$ cat config.mk
export PLATFORM = sky130hd
export DESIGN_NAME = decode_execute_register
export DESIGN_NICKNAME = d
export VERILOG_FILES = /design/src/rtl/decode_execute_register.sv
export SDC_FILE = /design/constraint.sdc
export NUM_CORES = 1
export LEC_CHECK = 0
export BUFFER_PORTS_ARGS = -buffer_cell sky130_fd_sc_hd__buf_2
export CORE_UTILIZATION = 25
export CTS_BUF_LIST = sky130_fd_sc_hd__clkbuf_4 sky130_fd_sc_hd__clkbuf_8
export CTS_CLUSTER_DIAMETER = 40
export DETAILED_ROUTE_END_ITERATION = 8
export SETUP_SLACK_MARGIN = 0.15
export SYNTH_ARGS = -nofsm -noshare
export SYNTH_HDL_FRONTEND = slang
export SYNTH_SLANG_ARGS = --single-unit
$ cat constraint.sdc
create_clock -name clock -period 1.6 [get_ports clock]
set_input_delay 0.16 -clock clock [delete_from_list [all_inputs] [get_ports clock]]
set_output_delay 0.16 -clock clock [all_outputs]
set_load 0.1 [all_outputs]
$ cat src/rtl/decode_execute_register.sv
// ID/EX pipeline register: latches the decoded instruction for Execute, with stall hold,
// flush-to-bubble and forwarding of the same-cycle write-back result into the operands.
module decode_execute_register #(
    parameter int                 XLEN     = 32,
    parameter int                 CTRL_W   = 16,
    parameter logic [CTRL_W-1:0]  NOP_CTRL = 16'h0000
) (
    input  logic              clock,
    input  logic              reset,
    input  logic              idValid,
    input  logic [XLEN-1:0]   idPc,
    input  logic [XLEN-1:0]   idReadData1,
    input  logic [XLEN-1:0]   idReadData2,
    input  logic [4:0]        idRs1,
    input  logic [4:0]        idRs2,
    input  logic [4:0]        idRd,
    input  logic [XLEN-1:0]   idImmediate,
    input  logic [CTRL_W-1:0] idControl,
    input  logic              wbRegisterWrite,
    input  logic [4:0]        wbRd,
    input  logic [XLEN-1:0]   wbWriteData,
    input  logic              stall,
    input  logic              flush,
    output logic              exValid,
    output logic [XLEN-1:0]   exPc,
    output logic [XLEN-1:0]   exReadData1,
    output logic [XLEN-1:0]   exReadData2,
    output logic [4:0]        exRs1,
    output logic [4:0]        exRs2,
    output logic [4:0]        exRd,
    output logic [XLEN-1:0]   exImmediate,
    output logic [CTRL_W-1:0] exControl
);

    logic              vld_p1;
    logic [XLEN-1:0]   pc_p1;
    logic [XLEN-1:0]   rdata1_p1;
    logic [XLEN-1:0]   rdata2_p1;
    logic [4:0]        rs1_p1;
    logic [4:0]        rs2_p1;
    logic [4:0]        rd_p1;
    logic [XLEN-1:0]   imm_p1;
    logic [CTRL_W-1:0] ctrl_p1;

    // Register file writes at the edge, so a matching WB write replaces a stale operand; x0 never forwards.
    function automatic logic [XLEN-1:0] forward(
        input logic [4:0]      rs,
        input logic [XLEN-1:0] cur,
        input logic            we,
        input logic [4:0]      wrd,
        input logic [XLEN-1:0] wdata
    );
        return (we && (wrd == rs) && (rs != 5'd0)) ? wdata : cur;
    endfunction

    // ID -> EX stage boundary
    always_ff @(posedge clock) begin
        if (reset || flush) begin
            vld_p1    <= 1'b0;
            pc_p1     <= '0;
            rdata1_p1 <= '0;
            rdata2_p1 <= '0;
            rs1_p1    <= '0;
            rs2_p1    <= '0;
            rd_p1     <= '0;
            imm_p1    <= '0;
            ctrl_p1   <= NOP_CTRL;
        end else if (stall) begin
            rdata1_p1 <= forward(rs1_p1, rdata1_p1, wbRegisterWrite, wbRd, wbWriteData);
            rdata2_p1 <= forward(rs2_p1, rdata2_p1, wbRegisterWrite, wbRd, wbWriteData);
        end else begin
            vld_p1    <= idValid;
            pc_p1     <= idPc;
            rdata1_p1 <= forward(idRs1, idReadData1, wbRegisterWrite, wbRd, wbWriteData);
            rdata2_p1 <= forward(idRs2, idReadData2, wbRegisterWrite, wbRd, wbWriteData);
            rs1_p1    <= idRs1;
            rs2_p1    <= idRs2;
            rd_p1     <= idRd;
            imm_p1    <= idImmediate;
            ctrl_p1   <= idControl;
        end
    end

    assign exValid     = vld_p1;
    assign exPc        = pc_p1;
    assign exReadData1 = rdata1_p1;
    assign exReadData2 = rdata2_p1;
    assign exRs1       = rs1_p1;
    assign exRs2       = rs2_p1;
    assign exRd        = rd_p1;
    assign exImmediate = imm_p1;
    assign exControl   = ctrl_p1;

endmodule
==> metrics.txt <==
status=finished with violations; failing checks=negative setup slack; cts bufs inserted=17; post-synth design cell area=approximately 7200 µm²; vias per cell=4.732; slew margin rel.=24.65%; final worst setup slack=-0.01326 ns; area leader, netlist=dfxtp_1; hold violation total from the final report=0; number of distinct library cells after synthesis=29; pwr/cell area=878.6 nW/µm²; final-layout fill cell count=2659; fin cells=about 1700; Core Box Area=27930 µm²; layout cell share with drive strength beyond 1=36.55%; final setup fails=2; grt ovf=0; placed inst area=9534 µm²; I/O Buffers=361; Die Y=171.2 µm; Synth Area per Inst=8.386 µm²; Leak=roughly 5.7 nW; ys async rst share=0%; Slew @ Worst Pin=about 1.1 ns; Synth top cells by count=160 x dfxtp_1, 119 x o21ai_0, 97 x nand2_1, 97 x nor2_1, 96 x mux2i_1; FF+latch count, synth=160; Arr. time, crit path=1.94 ns; Layout area overhead=74.46%; GP Congestion=0.8206; reported max-cap violation count=0; Max Freq=around 620 MHz; Peak VDD IR=approximately 0.66 mV; Period minus WS final=1.613 ns; Min-Delay Path Class=in2reg; CTS max path bufs=2; top-count cell post-synth=dfxtp_1; Area contributors post-synth=dfxtp_1 45%, mux2i_1 13%, o21ai_0 8.3%; Final Instance Area=approximately 12000 µm²; chip width=171.2 µm; Final #Nets=approximately 1600; Initial DRT Pass Iterations=5; placed instance count=about 1500; Syn Nets=1055; Synth Flop Type=dfxtp_1; vias in the first global route=a little over 8000; top cell type's share of synthesized area=44.78%; Post-synth EDFFs=0; RSZ-0062 raised after global routing=yes; Top Ports=~360; antenna violations before repair=3; Tcrit/Tclk final=100.8%; critical path class=reg2reg; first-pass GRT wire length=about 44000 µm; drt drc=0; post-synthesis sequential area ratio=44.78%; max-slew violation count=0; clk slew on worst S/H paths=0.10 ns; initial core utilization=25.61%; hpwl dp=18200 µm; Syn. warnings=0; via count=8271; 1st-iter DRT viols=484; WL/cell=17.08 µm; Worst setup SP type=flip-flop; Overall Power=10.96 mW; GRT Overall Usage=19.45%; area of the multi-input gates=about 3800 µm²; TNS Setup=-0.01709 ns; Clock Skews=approximately 0.021 ns; CTS tree=done; H-tree depth=4; DIE AREA=29290 µm²; CTS sink count=160; Cells after Synth=853; worst-path maximum fanout=6; Critical Path RT=roughly 1.9 ns; Reg area=about 3200 µm²; CP Capture Type=flip-flop; # rows=61; Clk Latency, worst-skew pair=approximately 0.45 ns; Detail Route Antenna Nets=0; CTS root buffer=clkbuf_8; largest net degree at the start of global routing=97; wirelength, routed=29860 µm
==> logic make-up after synthesis <==
group	share of synthesized area, %
AND/OR/NAND/NOR	12.38
AO/OA/AOI/OAI	21.01
multiplexers	13.43
buffers and inverters	6.437
XOR/XNOR	1.959
flip-flops	44.78
==> per-layer routing <==
layer  vias to the layer above  global-route usage [%]  part of all wire (%)
li1                       3996                       -                     -
met1                      3879                   21.31                    39
met2                       333                   34.80                    51
met3                        61                   6.061                   7.5
met4                         2                   7.492                   2.6
met5                         -                       0                 0.037
==> placed cells by master (no fill, tap or decap), drive strengths merged, types with 12 or more instances in the layout <==
| master | Yosys | layout |
|---|---|---|
| a31oi | 73 | 73 |
| mux2i | 96 | 96 |
| dlygate4sd3 | 0 | 157 |
| nand2 | 97 | 97 |
| o21ai | 119 | 119 |
| dfxtp | 160 | 160 |
| a21oi | 28 | 28 |
| clkbuf | 49 | 117 |
| inv | 32 | 41 |
| xor2 | 12 | 12 |
| o31a | 31 | 31 |
| buf | 27 | 303 |
| nor2 | 97 | 97 |
==> power breakdown <==
group | leakage (nW) | switching (mW) | internal (mW) | total (mW)
Combinational | 4.15 | 2.06 | 1.10 | 3.16
Clock | 0.227 | 1.81 | 1.77 | 3.57
Sequential | 1.31 | 0.103 | 4.12 | 4.23
==> final cells by class <==
class | instances | area share, %
clock inverters | 14 | 1.735
multi-input cells | 585 | 30.47
flip-flops and latches | 160 | 25.97
inverters | 32 | 0.9625
clock buffers | 17 | 1.875
well taps | 378 | 3.790
diodes | 2 | 0.04010
repair buffers | 560 | 35.16
==> final timing paths <==
kind	startpoint	to	slack, ns	cells past startpoint
setup reg to reg	exRs1[0]	exReadData1[25]	-0.01	7
hold reg to reg	exPc[9]	exPc[9]	0.49	2
setup / recovery	exRs1[0]	exReadData1[25]	-0.01	7
hold / removal	idReadData2[23]	exReadData2[23]	0.05	3
==> per-stage QoR <==
stage	worst slack (ns)	utilization, %	hold WS [ns]
3_3_place_gp	-0.05306	34.13	0.3864
4_1_cts	-0.007951	43.30	0.008481
2_1_floorplan	0.03638	-	0.3027
6_report	-0.01326	44.67	0.04623
3_5_place_dp	-0.04007	34.13	0.3953
5_1_grt	-0.08124	44.67	0.01977
==> worst max-delay path, cell delays in order (launching register included) <==
cell and delay (ns):
dfxtp_4 0.38, xor2_1 0.17, nor3_2 0.18, a41o_4 0.32, buf_12 0.14, buf_12 0.10
buf_16 0.12, a31oi_2 0.08
==> timing repair <==
item,in CTS,in global routing
pin swaps,18,4
setup endpoints to repair,92,162
hold buffers,157,0
setup buffers,10,1
hold endpoints to repair,157,0
gates cloned,5,1
resized for setup,100,107
==> sequential cells by signal, summed over array words and instances (netlist names) <==
| name | count |
|---|---|
| exControl | 16 |
| exImmediate | 32 |
| exRd | 5 |
| exPc | 32 |
| exRs1 | 5 |
| exReadData1 | 32 |
| exValid | 1 |
| exRs2 | 5 |
| exReadData2 | 32 |
Note: power is estimated with default switching activity, not from simulation.
